File: src/rtl/stream_dma_pkg.sv
// Shared constants for stream_dma: register map, CTRL bit positions and
// master FSM encoding, plus the word-address helper used by both engines.
package stream_dma_pkg;

  localparam logic [3:0] OFS_CTRL = 4'h0;
  localparam logic [3:0] OFS_SRC  = 4'h4;
  localparam logic [3:0] OFS_DST  = 4'h8;
  localparam logic [3:0] OFS_LEN  = 4'hC;

  localparam int CTRL_START  = 0;
  localparam int CTRL_IRQ_EN = 1;
  localparam int CTRL_BUSY   = 0;
  localparam int CTRL_DONE   = 2;

  localparam logic [1:0] M_IDLE = 2'd0;
  localparam logic [1:0] M_RD   = 2'd1;
  localparam logic [1:0] M_WR   = 2'd2;

  // base + 4*idx, wrapping modulo 2^32
  function automatic logic [31:0] word_addr(input logic [31:0] base, input logic [15:0] idx);
    return base + {14'b0, idx, 2'b00};
  endfunction

endpackage

File: src/rtl/stream_dma_if.sv
// Bus bundle for stream_dma: Wishbone register port, Wishbone master port,
// MM2S (ss_*) and S2MM (sm_*) streams and the interrupt line.
interface stream_dma_if #(parameter int DW = 32);
  logic          wbs_cyc_i;
  logic          wbs_stb_i;
  logic          wbs_we_i;
  logic [31:0]   wbs_adr_i;
  logic [31:0]   wbs_dat_i;
  logic          wbs_ack_o;
  logic [31:0]   wbs_dat_o;
  logic          m_cyc_o;
  logic          m_stb_o;
  logic          m_we_o;
  logic [31:0]   m_adr_o;
  logic [DW-1:0] m_dat_o;
  logic [DW-1:0] m_dat_i;
  logic          m_ack_i;
  logic [DW-1:0] ss_tdata;
  logic          ss_tvalid;
  logic          ss_tlast;
  logic          ss_tready;
  logic [DW-1:0] sm_tdata;
  logic          sm_tvalid;
  logic          sm_tready;
  logic          irq_o;

  // master: the DMA engine itself; slave: the surrounding system
  modport master (
    input  wbs_cyc_i, wbs_stb_i, wbs_we_i, wbs_adr_i, wbs_dat_i,
    output wbs_ack_o, wbs_dat_o,
    output m_cyc_o, m_stb_o, m_we_o, m_adr_o, m_dat_o,
    input  m_dat_i, m_ack_i,
    output ss_tdata, ss_tvalid, ss_tlast,
    input  ss_tready,
    input  sm_tdata, sm_tvalid,
    output sm_tready,
    output irq_o
  );

  modport slave (
    output wbs_cyc_i, wbs_stb_i, wbs_we_i, wbs_adr_i, wbs_dat_i,
    input  wbs_ack_o, wbs_dat_o,
    input  m_cyc_o, m_stb_o, m_we_o, m_adr_o, m_dat_o,
    output m_dat_i, m_ack_i,
    input  ss_tdata, ss_tvalid, ss_tlast,
    output ss_tready,
    output sm_tdata, sm_tvalid,
    input  sm_tready,
    input  irq_o
  );
endinterface

File: src/rtl/sync_fifo.sv
// Single-clock FIFO used as the MM2S prefetch buffer; head word is shown on dout.
// Push while full and pop while empty are ignored.
module sync_fifo #(
  parameter  int DW    = 32,
  parameter  int DEPTH = 8,
  localparam int AW    = $clog2(DEPTH)
) (
  input  logic          clk,
  input  logic          rst_n,
  input  logic          push,
  input  logic [DW-1:0] din,
  input  logic          pop,
  output logic [DW-1:0] dout,
  output logic          full,
  output logic          empty,
  output logic [AW:0]   count
);

  logic [DW-1:0] mem [DEPTH];
  logic [AW-1:0] wr_ptr_q, wr_ptr_d;
  logic [AW-1:0] rd_ptr_q, rd_ptr_d;
  logic [AW:0]   cnt_q, cnt_d;
  logic          do_push, do_pop;

  assign full    = (cnt_q == (AW+1)'(DEPTH));
  assign empty   = (cnt_q == '0);
  assign count   = cnt_q;
  assign dout    = mem[rd_ptr_q];
  assign do_push = push && !full;
  assign do_pop  = pop && !empty;

  always_comb begin
    wr_ptr_d = wr_ptr_q;
    rd_ptr_d = rd_ptr_q;
    cnt_d    = cnt_q;
    if (do_push) wr_ptr_d = wr_ptr_q + AW'(1);
    if (do_pop)  rd_ptr_d = rd_ptr_q + AW'(1);
    case ({do_push, do_pop})
      2'b10:   cnt_d = cnt_q + (AW+1)'(1);
      2'b01:   cnt_d = cnt_q - (AW+1)'(1);
      default: cnt_d = cnt_q;
    endcase
  end

  always_ff @(posedge clk) begin
    if (!rst_n) begin
      wr_ptr_q <= '0;
      rd_ptr_q <= '0;
      cnt_q    <= '0;
    end else begin
      wr_ptr_q <= wr_ptr_d;
      rd_ptr_q <= rd_ptr_d;
      cnt_q    <= cnt_d;
    end
  end

  always_ff @(posedge clk) begin
    if (do_push) mem[wr_ptr_q] <= din;
  end

endmodule

File: src/rtl/stream_dma.sv
// Two-direction stream DMA: MM2S reads SRC.. into a prefetch FIFO feeding ss_*,
// S2MM takes sm_* words and writes them to DST..; one shared Wishbone master.
module stream_dma
  import stream_dma_pkg::*;
#(
  parameter int          DW         = 32,
  parameter int          FIFO_DEPTH = 8,
  parameter logic [31:0] CFG_BASE   = 32'h3000_0000
) (
  input logic          wb_clk_i,
  input logic          wb_rst_i,
  stream_dma_if.master bus
);

  localparam int             CW      = $clog2(FIFO_DEPTH) + 1;
  localparam logic [CW-1:0]  DEPTH_C = CW'(FIFO_DEPTH);
  localparam logic [31:0]    BASE    = CFG_BASE;

  logic          ack_q, ack_d;
  logic [31:0]   rdat_q, rdat_d;
  logic          irq_en_q, irq_en_d, busy_q, busy_d, done_q, done_d;
  logic [31:0]   src_q, src_d, dst_q, dst_d, adr_q, adr_d;
  logic [15:0]   len_q, len_d;
  logic [1:0]    state_q, state_d;
  logic          prefer_rd_q, prefer_rd_d;
  logic [15:0]   rd_cnt_q, rd_cnt_d, wr_cnt_q, wr_cnt_d;
  logic [15:0]   acc_cnt_q, acc_cnt_d, pop_cnt_q, pop_cnt_d;
  logic          wbuf_vld_q, wbuf_vld_d;
  logic [DW-1:0] wbuf_q, wbuf_d;

  logic          reg_hit, rd_req, wr_req, sm_accept, fifo_nxt_zero;
  logic          fifo_push, fifo_pop, fifo_full, fifo_empty;
  logic [CW-1:0] fifo_cnt;
  logic [DW-1:0] fifo_head;

  sync_fifo #(.DW(DW), .DEPTH(FIFO_DEPTH)) u_fifo (
    .clk   (wb_clk_i),
    .rst_n (wb_rst_i),
    .push  (fifo_push),
    .din   (bus.m_dat_i),
    .pop   (fifo_pop),
    .dout  (fifo_head),
    .full  (fifo_full),
    .empty (fifo_empty),
    .count (fifo_cnt)
  );

  assign reg_hit   = bus.wbs_cyc_i && bus.wbs_stb_i && !ack_q &&
                     (bus.wbs_adr_i[31:4] == BASE[31:4]);
  assign fifo_push = (state_q == M_RD) && bus.m_ack_i;
  assign fifo_pop  = !fifo_empty && bus.ss_tready;
  assign bus.sm_tready = busy_q && !wbuf_vld_q && (acc_cnt_q < len_q);
  assign sm_accept = bus.sm_tvalid && bus.sm_tready;
  // FIFO will hold nothing after this edge
  assign fifo_nxt_zero = (fifo_empty && !fifo_push) ||
                         ((fifo_cnt == CW'(1)) && fifo_pop && !fifo_push);

  always_comb begin
    ack_d       = 1'b0;
    rdat_d      = '0;
    irq_en_d    = irq_en_q;
    busy_d      = busy_q;
    done_d      = done_q;
    src_d       = src_q;
    dst_d       = dst_q;
    len_d       = len_q;
    state_d     = state_q;
    prefer_rd_d = prefer_rd_q;
    adr_d       = adr_q;
    rd_cnt_d    = rd_cnt_q;
    wr_cnt_d    = wr_cnt_q;
    acc_cnt_d   = acc_cnt_q;
    pop_cnt_d   = pop_cnt_q;
    wbuf_vld_d  = wbuf_vld_q;
    wbuf_d      = wbuf_q;
    rd_req      = 1'b0;
    wr_req      = 1'b0;

    if (sm_accept) begin
      wbuf_vld_d = 1'b1;
      wbuf_d     = bus.sm_tdata;
      acc_cnt_d  = acc_cnt_q + 16'd1;
    end
    if (fifo_pop) pop_cnt_d = pop_cnt_q + 16'd1;

    case (state_q)
      M_IDLE: begin
        // reads are throttled so every outstanding read has a FIFO slot reserved
        rd_req = busy_q && (rd_cnt_q < len_q) && !fifo_full && (fifo_cnt < DEPTH_C);
        wr_req = wbuf_vld_q;
        if (wr_req && (!rd_req || !prefer_rd_q)) begin
          state_d     = M_WR;
          adr_d       = word_addr(dst_q, wr_cnt_q);
          prefer_rd_d = 1'b1;
        end else if (rd_req) begin
          state_d     = M_RD;
          adr_d       = word_addr(src_q, rd_cnt_q);
          prefer_rd_d = 1'b0;
        end
      end
      M_RD: if (bus.m_ack_i) begin
        rd_cnt_d = rd_cnt_q + 16'd1;
        state_d  = M_IDLE;
      end
      M_WR: if (bus.m_ack_i) begin
        wbuf_vld_d = 1'b0;
        wr_cnt_d   = wr_cnt_q + 16'd1;
        state_d    = M_IDLE;
      end
      default: state_d = M_IDLE;
    endcase

    if (busy_q && (rd_cnt_d == len_q) && (wr_cnt_d == len_q) && fifo_nxt_zero) begin
      busy_d = 1'b0;
      done_d = 1'b1;
    end

    if (reg_hit) begin
      ack_d = 1'b1;
      case (bus.wbs_adr_i[3:0])
        OFS_CTRL: begin
          rdat_d[CTRL_BUSY]   = busy_q;
          rdat_d[CTRL_IRQ_EN] = irq_en_q;
          rdat_d[CTRL_DONE]   = done_q;
        end
        OFS_SRC: rdat_d = src_q;
        OFS_DST: rdat_d = dst_q;
        OFS_LEN: rdat_d = {16'b0, len_q};
        default: rdat_d = '0;
      endcase
      if (bus.wbs_we_i) begin
        case (bus.wbs_adr_i[3:0])
          OFS_CTRL: begin
            irq_en_d = bus.wbs_dat_i[CTRL_IRQ_EN];
            if (bus.wbs_dat_i[CTRL_START] && !busy_q) begin
              if (len_q == 16'd0) begin
                done_d = 1'b1;
              end else begin
                busy_d      = 1'b1;
                done_d      = 1'b0;
                rd_cnt_d    = '0;
                wr_cnt_d    = '0;
                acc_cnt_d   = '0;
                pop_cnt_d   = '0;
                prefer_rd_d = 1'b0;
              end
            end
          end
          OFS_SRC: if (!busy_q) src_d = bus.wbs_dat_i;
          OFS_DST: if (!busy_q) dst_d = bus.wbs_dat_i;
          OFS_LEN: if (!busy_q) len_d = bus.wbs_dat_i[15:0];
          default: ;
        endcase
      end
    end
  end

  always_ff @(posedge wb_clk_i) begin
    if (!wb_rst_i) begin
      ack_q       <= 1'b0;
      rdat_q      <= '0;
      irq_en_q    <= 1'b0;
      busy_q      <= 1'b0;
      done_q      <= 1'b0;
      src_q       <= '0;
      dst_q       <= '0;
      len_q       <= '0;
      state_q     <= M_IDLE;
      prefer_rd_q <= 1'b0;
      adr_q       <= '0;
      rd_cnt_q    <= '0;
      wr_cnt_q    <= '0;
      acc_cnt_q   <= '0;
      pop_cnt_q   <= '0;
      wbuf_vld_q  <= 1'b0;
      wbuf_q      <= '0;
    end else begin
      ack_q       <= ack_d;
      rdat_q      <= rdat_d;
      irq_en_q    <= irq_en_d;
      busy_q      <= busy_d;
      done_q      <= done_d;
      src_q       <= src_d;
      dst_q       <= dst_d;
      len_q       <= len_d;
      state_q     <= state_d;
      prefer_rd_q <= prefer_rd_d;
      adr_q       <= adr_d;
      rd_cnt_q    <= rd_cnt_d;
      wr_cnt_q    <= wr_cnt_d;
      acc_cnt_q   <= acc_cnt_d;
      pop_cnt_q   <= pop_cnt_d;
      wbuf_vld_q  <= wbuf_vld_d;
      wbuf_q      <= wbuf_d;
    end
  end

  assign bus.wbs_ack_o = ack_q;
  assign bus.wbs_dat_o = rdat_q;
  assign bus.m_stb_o   = (state_q != M_IDLE);
  assign bus.m_cyc_o   = (state_q != M_IDLE);
  assign bus.m_we_o    = (state_q == M_WR);
  assign bus.m_adr_o   = adr_q;
  assign bus.m_dat_o   = wbuf_q;
  assign bus.ss_tvalid = !fifo_empty;
  assign bus.ss_tdata  = fifo_empty ? '0 : fifo_head;
  assign bus.ss_tlast  = !fifo_empty && (pop_cnt_q == len_q - 16'd1);
  assign bus.irq_o     = done_q && irq_en_q;

endmodule

File: src/flat_wrapper.sv
// flat-port wrapper written by rule: the top's interface ports become plain ports
module stream_dma_flat import stream_dma_pkg::*;
#(
  parameter int          DW         = 32,
  parameter int          FIFO_DEPTH = 8,
  parameter logic [31:0] CFG_BASE   = 32'h3000_0000
)
  (wb_clk_i, wb_rst_i, bus_wbs_cyc_i, bus_wbs_stb_i, bus_wbs_we_i, bus_wbs_adr_i, bus_wbs_dat_i, bus_wbs_ack_o, bus_wbs_dat_o, bus_m_cyc_o, bus_m_stb_o, bus_m_we_o, bus_m_adr_o, bus_m_dat_o, bus_m_dat_i, bus_m_ack_i, bus_ss_tdata, bus_ss_tvalid, bus_ss_tlast, bus_ss_tready, bus_sm_tdata, bus_sm_tvalid, bus_sm_tready, bus_irq_o);
  stream_dma_if #(.DW(DW)) bus_i ();
  input logic wb_clk_i;
  input logic wb_rst_i;
  input wire logic [$bits(bus_i.wbs_cyc_i)-1:0] bus_wbs_cyc_i;
  input wire logic [$bits(bus_i.wbs_stb_i)-1:0] bus_wbs_stb_i;
  input wire logic [$bits(bus_i.wbs_we_i)-1:0] bus_wbs_we_i;
  input wire logic [$bits(bus_i.wbs_adr_i)-1:0] bus_wbs_adr_i;
  input wire logic [$bits(bus_i.wbs_dat_i)-1:0] bus_wbs_dat_i;
  output wire logic [$bits(bus_i.wbs_ack_o)-1:0] bus_wbs_ack_o;
  output wire logic [$bits(bus_i.wbs_dat_o)-1:0] bus_wbs_dat_o;
  output wire logic [$bits(bus_i.m_cyc_o)-1:0] bus_m_cyc_o;
  output wire logic [$bits(bus_i.m_stb_o)-1:0] bus_m_stb_o;
  output wire logic [$bits(bus_i.m_we_o)-1:0] bus_m_we_o;
  output wire logic [$bits(bus_i.m_adr_o)-1:0] bus_m_adr_o;
  output wire logic [$bits(bus_i.m_dat_o)-1:0] bus_m_dat_o;
  input wire logic [$bits(bus_i.m_dat_i)-1:0] bus_m_dat_i;
  input wire logic [$bits(bus_i.m_ack_i)-1:0] bus_m_ack_i;
  output wire logic [$bits(bus_i.ss_tdata)-1:0] bus_ss_tdata;
  output wire logic [$bits(bus_i.ss_tvalid)-1:0] bus_ss_tvalid;
  output wire logic [$bits(bus_i.ss_tlast)-1:0] bus_ss_tlast;
  input wire logic [$bits(bus_i.ss_tready)-1:0] bus_ss_tready;
  input wire logic [$bits(bus_i.sm_tdata)-1:0] bus_sm_tdata;
  input wire logic [$bits(bus_i.sm_tvalid)-1:0] bus_sm_tvalid;
  output wire logic [$bits(bus_i.sm_tready)-1:0] bus_sm_tready;
  output wire logic [$bits(bus_i.irq_o)-1:0] bus_irq_o;
  assign bus_i.wbs_cyc_i = bus_wbs_cyc_i;
  assign bus_i.wbs_stb_i = bus_wbs_stb_i;
  assign bus_i.wbs_we_i = bus_wbs_we_i;
  assign bus_i.wbs_adr_i = bus_wbs_adr_i;
  assign bus_i.wbs_dat_i = bus_wbs_dat_i;
  assign bus_wbs_ack_o = bus_i.wbs_ack_o;
  assign bus_wbs_dat_o = bus_i.wbs_dat_o;
  assign bus_m_cyc_o = bus_i.m_cyc_o;
  assign bus_m_stb_o = bus_i.m_stb_o;
  assign bus_m_we_o = bus_i.m_we_o;
  assign bus_m_adr_o = bus_i.m_adr_o;
  assign bus_m_dat_o = bus_i.m_dat_o;
  assign bus_i.m_dat_i = bus_m_dat_i;
  assign bus_i.m_ack_i = bus_m_ack_i;
  assign bus_ss_tdata = bus_i.ss_tdata;
  assign bus_ss_tvalid = bus_i.ss_tvalid;
  assign bus_ss_tlast = bus_i.ss_tlast;
  assign bus_i.ss_tready = bus_ss_tready;
  assign bus_i.sm_tdata = bus_sm_tdata;
  assign bus_i.sm_tvalid = bus_sm_tvalid;
  assign bus_sm_tready = bus_i.sm_tready;
  assign bus_irq_o = bus_i.irq_o;
  stream_dma #(.DW(DW), .FIFO_DEPTH(FIFO_DEPTH), .CFG_BASE(CFG_BASE)) u_core (.wb_clk_i(wb_clk_i), .wb_rst_i(wb_rst_i), .bus(bus_i));
endmodule
File: config.mk
export PLATFORM = sky130hd
export DESIGN_NAME = stream_dma_flat
export DESIGN_NICKNAME = d
export VERILOG_FILES = /design/src/rtl/stream_dma_pkg.sv /design/src/rtl/stream_dma_if.sv /design/src/rtl/sync_fifo.sv /design/src/rtl/stream_dma.sv /design/src/flat_wrapper.sv
export SDC_FILE = /design/constraint.sdc
export NUM_CORES = 1
export LEC_CHECK = 0
export CAP_MARGIN = 20
export CORE_UTILIZATION = 50
export CTS_CLUSTER_DIAMETER = 150
export DETAILED_ROUTE_END_ITERATION = 12
export PLACE_DENSITY_LB_ADDON = 0.08
export SLEW_MARGIN = 0
export SYNTH_ARGS = -nofsm -noshare
export SYNTH_HDL_FRONTEND = slang
export SYNTH_HIERARCHICAL = 1
export SYNTH_SLANG_ARGS = --single-unit
File: constraint.sdc
create_clock -name wb_clk_i -period 5.9 [get_ports wb_clk_i]
set_input_delay 1.18 -clock wb_clk_i [delete_from_list [all_inputs] [get_ports wb_clk_i]]
set_output_delay 1.18 -clock wb_clk_i [all_outputs]
set_load 0.03 [all_outputs]
Word level (Yosys, flattened, before mapping) --
Memories as Yosys holds them, arrays and structs flattened. A register that Yosys moved wholly into a read port is not among the register bits. Index checks and enable logic that the tools add are counted.
Word-level totals: register bits 258, latch bits 0, bits in writable memories 256, bits in read-only memories 0, input bits 136, output and inout bits 136, word-level logic and storage cells 163, memories 1
Memories:
- u_core.u_fifo.mem | words 8, width 32, rd ports 1, clocked after Yosys merged registers in 1, write ports 1, line sync_fifo.sv:19 | logic [DW-1:0] mem [DEPTH];
Operators by class: add/sub/neg operators 11, $mul 0, div/mod/pow operators 0, magnitude comparators 3, equal/unequal tests 15, shift-type cells 0, mux-type cells 64, bitwise gates (word level) 1, reductions and logical operators 48
Operators with widths (count):
- 2-to-1 mux 16 bit | 26
- 2-to-1 mux 32 bit | 3
- one-hot mux 29 bit (3 select lines) | 1
- adder 16 x 1 -> 16 bit, second input constant | 4
- adder 32 x 18 -> 32 bit | 2
- == test 16 bit | 3
- < comparator 16 bit | 2
- == test 28 x 26 -> 1 bit, second input constant | 1
- 2-to-1 mux 1 bit | 26
- logical AND 1 bit | 23
- logical NOT 16 bit | 1
- subtractor 16 x 1 -> 16 bit, second input constant | 1
- == test 4 bit, second input constant | 3
- one-hot mux 3 bit (4 select lines) | 1
- AND reduction 4 bit | 3
- logical NOT 1 bit | 8
- logical NOT 4 bit | 2
- one-hot mux 4 bit (2 select lines) | 1
- adder 3 x 1 -> 3 bit, second input constant | 2
- 2-to-1 mux 2 bit | 3
- 2-to-1 mux 3 bit | 2
- AND reduction 2 bit | 3
- nonzero test 2 bit | 3
- adder 4 x 1 -> 4 bit, second input constant | 1
- 14 further kinds | 17

Longest topological paths before layout --
Gate-level depths: netlist of the first run.
depth after elaboration 14, gate-level depth with buffers 13, depth with buffers taken out 12

Modules after synthesis --
Netlist of the first run, hierarchy kept.
Modules (own cells, without submodules):
- stream_dma | instances 1, cells an instance 1758, area each 13934.6 µm², seq. area each 4964.8 µm²
- sync_fifo | instances 1, cells an instance 444, area each 10273.6 µm², seq. area each 7947.6 µm²

Worst setup path after synthesis of the first run --
Ideal clock, no wire load.
path type input port to flip-flop, start input bus_m_ack_i, end memory u_core.u_fifo.mem[0][0] (enable), library setup time 0.501 ns, data arrival time 4.772 ns, required time 5.399 ns, slack 0.626 ns, stages on the path 5, buffers on the path 1, cell sequence buf_2 nand2_1 inv_1 nand2_4 nor4_1
Between the ends: longest elaborated chain between the ends 4
RTL lines:
- start, declared | line flat_wrapper.sv:25 | input wire logic [$bits(bus_i.m_ack_i)-1:0] bus_m_ack_i;
- logical AND 1 bit | line stream_dma.sv:50 | assign fifo_push = (state_q == M_RD) && bus.m_ack_i;
- named net u_core.fifo_push | line stream_dma.sv:32 | logic fifo_push, fifo_pop, fifo_full, fifo_empty;
- logical AND 1 bit | line sync_fifo.sv:29 | assign do_push = push && !full;
- 2-to-1 mux 1 bit | line sync_fifo.sv:58 | if (do_push) mem[wr_ptr_q] <= din;
- 2-to-1 mux 1 bit (implied by the code) | line sync_fifo.sv:58
- end, declared | line sync_fifo.sv:19
The timed path passes the listed nets, and every way through them passes these cells.

Final worst setup path of the first run --
start register u_core.len_q[0], end output bus_ss_tlast
Between the ends: longest elaborated chain between the ends 3
RTL lines:
- start, declared | line stream_dma.sv:23 | logic [15:0] len_q, len_d;
- start signal, assigned | line stream_dma.sv:185 | len_q <= len_d;
- subtractor 16 x 1 -> 16 bit | line stream_dma.sv:207 | assign bus.ss_tlast = !fifo_empty && (pop_cnt_q == len_q - 16'd1);
- == test 16 bit | line stream_dma.sv:207
- logical AND 1 bit | line stream_dma.sv:207
- end, declared | line flat_wrapper.sv:28 | output wire logic [$bits(bus_i.ss_tlast)-1:0] bus_ss_tlast;
No other way between the ends.

==> results of run 1 <==
-- logic make-up after synthesis --
logic type               share of synthesized area (%)
XOR/XNOR                                          4.74
multiplexers                                      9.15
buffers and inverters                             2.94
AO/OA/AOI/OAI                                     11.0
adder cells (fa/ha/maj)                           4.04
flip-flops                                        53.3
AND/OR/NAND/NOR                                   14.8
-- worst min-delay path: stages (launching register included) --
cell	delay (ns)
dfxtp_1	0.30
nand2_1	0.05
o21ai_0	0.06
-- layer usage --
| layer | global-route usage, % | vias to the layer above | wire, um |
|---|---|---|---|
| met5 | 0 | - | 12 |
| met4 | 9.45 | 2 | 1850 |
| met3 | 4.15 | 109 | 4210 |
| met2 | 43.0 | 587 | 31600 |
| met1 | 37.0 | 8942 | 29200 |
| li1 | - | 8558 | - |
-- placed cells by master (no fill, tap or decap), types with 75 or more instances in the layout --
master	instances
o21ai_0	81
clkdlybuf4s50_1	270
nand3_1	85
ha_1	75
a21oi_1	151
dfxtp_1	259
edfxtp_1	256
xnor2_1	78
nand2_1	282
nor2_1	141
-- layout make-up --
cell class	instances	area [um2]
sequential	517	12900
multi-input combinational	1511	10700
antenna	1	2.50
timing repair buffer	305	2980
tap	615	769
inverter	54	203
clock buffer	70	1470
fill	3857	18300
clock inverter	29	404
-- how the worst min path moves through the flow --
stage	from	slack [ns]	endpoint	depth (start not counted)
6_report	u_core/bus.m_dat_o[5]	0.45	u_core/bus.m_dat_o[5]	2
3_3_place_gp	u_core/bus.m_dat_o[9]	0.44	u_core/bus.m_dat_o[9]	2
4_1_cts	u_core/bus.m_dat_o[3]	0.46	u_core/bus.m_dat_o[3]	2
5_1_grt	u_core/bus.m_dat_o[1]	0.48	u_core/bus.m_dat_o[1]	2
3_5_place_dp	u_core/bus.m_dat_o[19]	0.45	u_core/bus.m_dat_o[19]	2
2_1_floorplan	u_core/done_q	0.44	u_core/done_q	2
-- where the power goes --
part | total [uW] | internal (uW) | switching [uW]
Sequential | 3760 | 3760 | 0.000000570
Clock | 3560 | 2120 | 1450
Combinational | 175 | 87.5 | 87.7
-- flip-flops by register name (all words and copies together), names as in the netlist, named ones only --
signal,cells
u_core/u_fifo/wr_ptr_q,3
u_core/u_fifo/mem,256
u_core/state_q,2
u_core/src_q,32
u_core/acc_cnt_q,16
u_core/bus.m_adr_o,32
u_core/wbuf_vld_q,1
u_core/bus.m_dat_o,32
u_core/u_fifo/count,4
u_core/len_q,16
u_core/busy_q,1
u_core/bus.wbs_dat_o,32
u_core/done_q,1
u_core/u_fifo/rd_ptr_q,3
u_core/bus.wbs_ack_o,1
u_core/pop_cnt_q,16
u_core/prefer_rd_q,1
u_core/dst_q,32
u_core/wr_cnt_q,16
u_core/irq_en_q,1
u_core/rd_cnt_q,16
-- cells in the mapped netlist (37+ instances only) --
cell | instances | area share [%]
clkbuf_1 | 84 | 1.3
mux4_2 | 66 | 6.1
nand2_1 | 283 | 4.4
inv_1 | 53 | 0.82
nor2b_1 | 42 | 1.1
a21oi_1 | 152 | 3.1
o21ai_0 | 81 | 1.7
dfxtp_1 | 261 | 22
mux2_2 | 47 | 2.2
nand3_1 | 85 | 1.8
xor2_1 | 53 | 1.9
xnor2_1 | 78 | 2.8
edfxtp_1 | 256 | 32
ha_1 | 75 | 3.9
nor3_1 | 37 | 0.76
nor2_1 | 144 | 2.2
-- metrics by stage --
step	cells	hold slack, ns	setup WS (ns)	area [um2]	util [%]
2_1_floorplan	2202	0.444	0.626	24200	-
3_3_place_gp	3002	0.445	1.18	27500	57.7
3_5_place_dp	3002	0.451	1.20	27500	57.7
4_1_cts	3101	0.460	0.546	29400	61.6
5_1_grt	3101	0.481	0.199	29400	61.6
6_report	3102	0.455	0.477	29400	61.6
==> run metrics, run 1 <==
Peak supply drop 0.000251 V; vias in the first global route 17.9k; RSZ-0062 raised after global routing false; Post-Syn Area 24200 um2; Distinct cells, synth 84; total CTS buffers 54; gr usage total 26.8%; Placer Congestion 0.909; Critical Path End Type primary output; flops & latches, synth 517; Leakage Power 0.0100 uW; Slowest-stage cell, CP clkdlybuf4s50_1; H-tree depth 2; Post-synth top flop dfxtp_1; residual DRC count 0; Setup crit start kind flop; worst path bufs/invs 3; share of layout cells above drive strength 1 10.4%; final worst path period share 91.9%; Slew @ Worst Pin 1.00 ns; Mapped Cells 2202; Data required, critical path 4.72 ns; Mapped Nets 2415; max-cap violations 0; FF-to-FF path depth 9; Routed WL 66900 um; Yosys warnings 6; final setup TNS 0 ns; routed vias/inst 5.87; TritonCTS sink count 517; Synth async-reset ratio 0%; Crit path depth 10; cts hold-fix bufs 0; Rows 80; clock root cell clkbuf_16; CTS tree yes; total die area 49300 um2; final-report setup violation count 0; CP peak stage delay 0.81 ns; largest net degree at the start of global routing 71; Die Width 222 um; pwr dens 255 nW/um2; Area Overhead vs Synth 21.5%; CP startpoint u_core/len_q[0]; clock buffer depth 3; Vias 18.2k; outcome complete, no violations; minimum clock period 5.42 ns; Core Area 47700 um2; number of port buffers 271; clk_lat worst skew 0.63 ns; Setup Buffers After CTS 0; DR iter-0 viols 1492; average size of a mapped cell 11.0 um2; router iterations before antenna repair 7; Post-DRT Antenna Nets 0; Fmax 0.184 GHz; Worst R2R Start u_core/len_q[15]; Reg-to-Reg End u_core/bus.m_adr_o[24]; Seq/Total Area, Yosys 53.3%; Top delay family on crit path buffers and inverters; Post-synth EDFFs 256; grt ovf 0; end point of the critical path bus_ss_tlast; Starting Density 50.7%; CTS clk-pin slew, worst paths 0.06 ns; worst hold path class flop to flop; WP data arrival 4.24 ns; worst-path fanout max 13; antenna violations before repair 2; Final Max Tran Viols 0; cells along the critical path inv_1 > ha_1 > nand2_1 > or2_1 > inv_1 > or4_1 > a21oi_1 > nor3_1 > a2111oi_0 > clkdlybuf4s50_1; CP most frequent cell inv_1; crit path kind flop to primary output; Final Hold Viols 0; worst reg2reg setup slack 1.98 ns; die height 222 um; Ports 272; Fin Clk Skew 0.0432 ns; global-route wire length before repair 102000 um; dpl hpwl 45800 um; NumNets Final 2656; Tot Pwr 7500 uW; Avg WL per Cell 21.6 um; CTS resizes 0; Max-Slew Margin vs Limit 33.2%
Power figures use the tool's default switching activity.
==> inputs of run 2 (changes only) <==
--- a/config.mk
+++ b/config.mk
@@ -10,7 +10,8 @@
 export CTS_CLUSTER_DIAMETER = 150
 export DETAILED_ROUTE_END_ITERATION = 12
 export PLACE_DENSITY_LB_ADDON = 0.08
-export SLEW_MARGIN = 0
+export SKIP_LAST_GASP = 1
+export SLEW_MARGIN = 20
 export SYNTH_ARGS = -nofsm -noshare
 export SYNTH_HDL_FRONTEND = slang
 export SYNTH_HIERARCHICAL = 1
==> results of run 2 <==
Same layout as run 1: the final DEF is identical, and so are final timing and power.
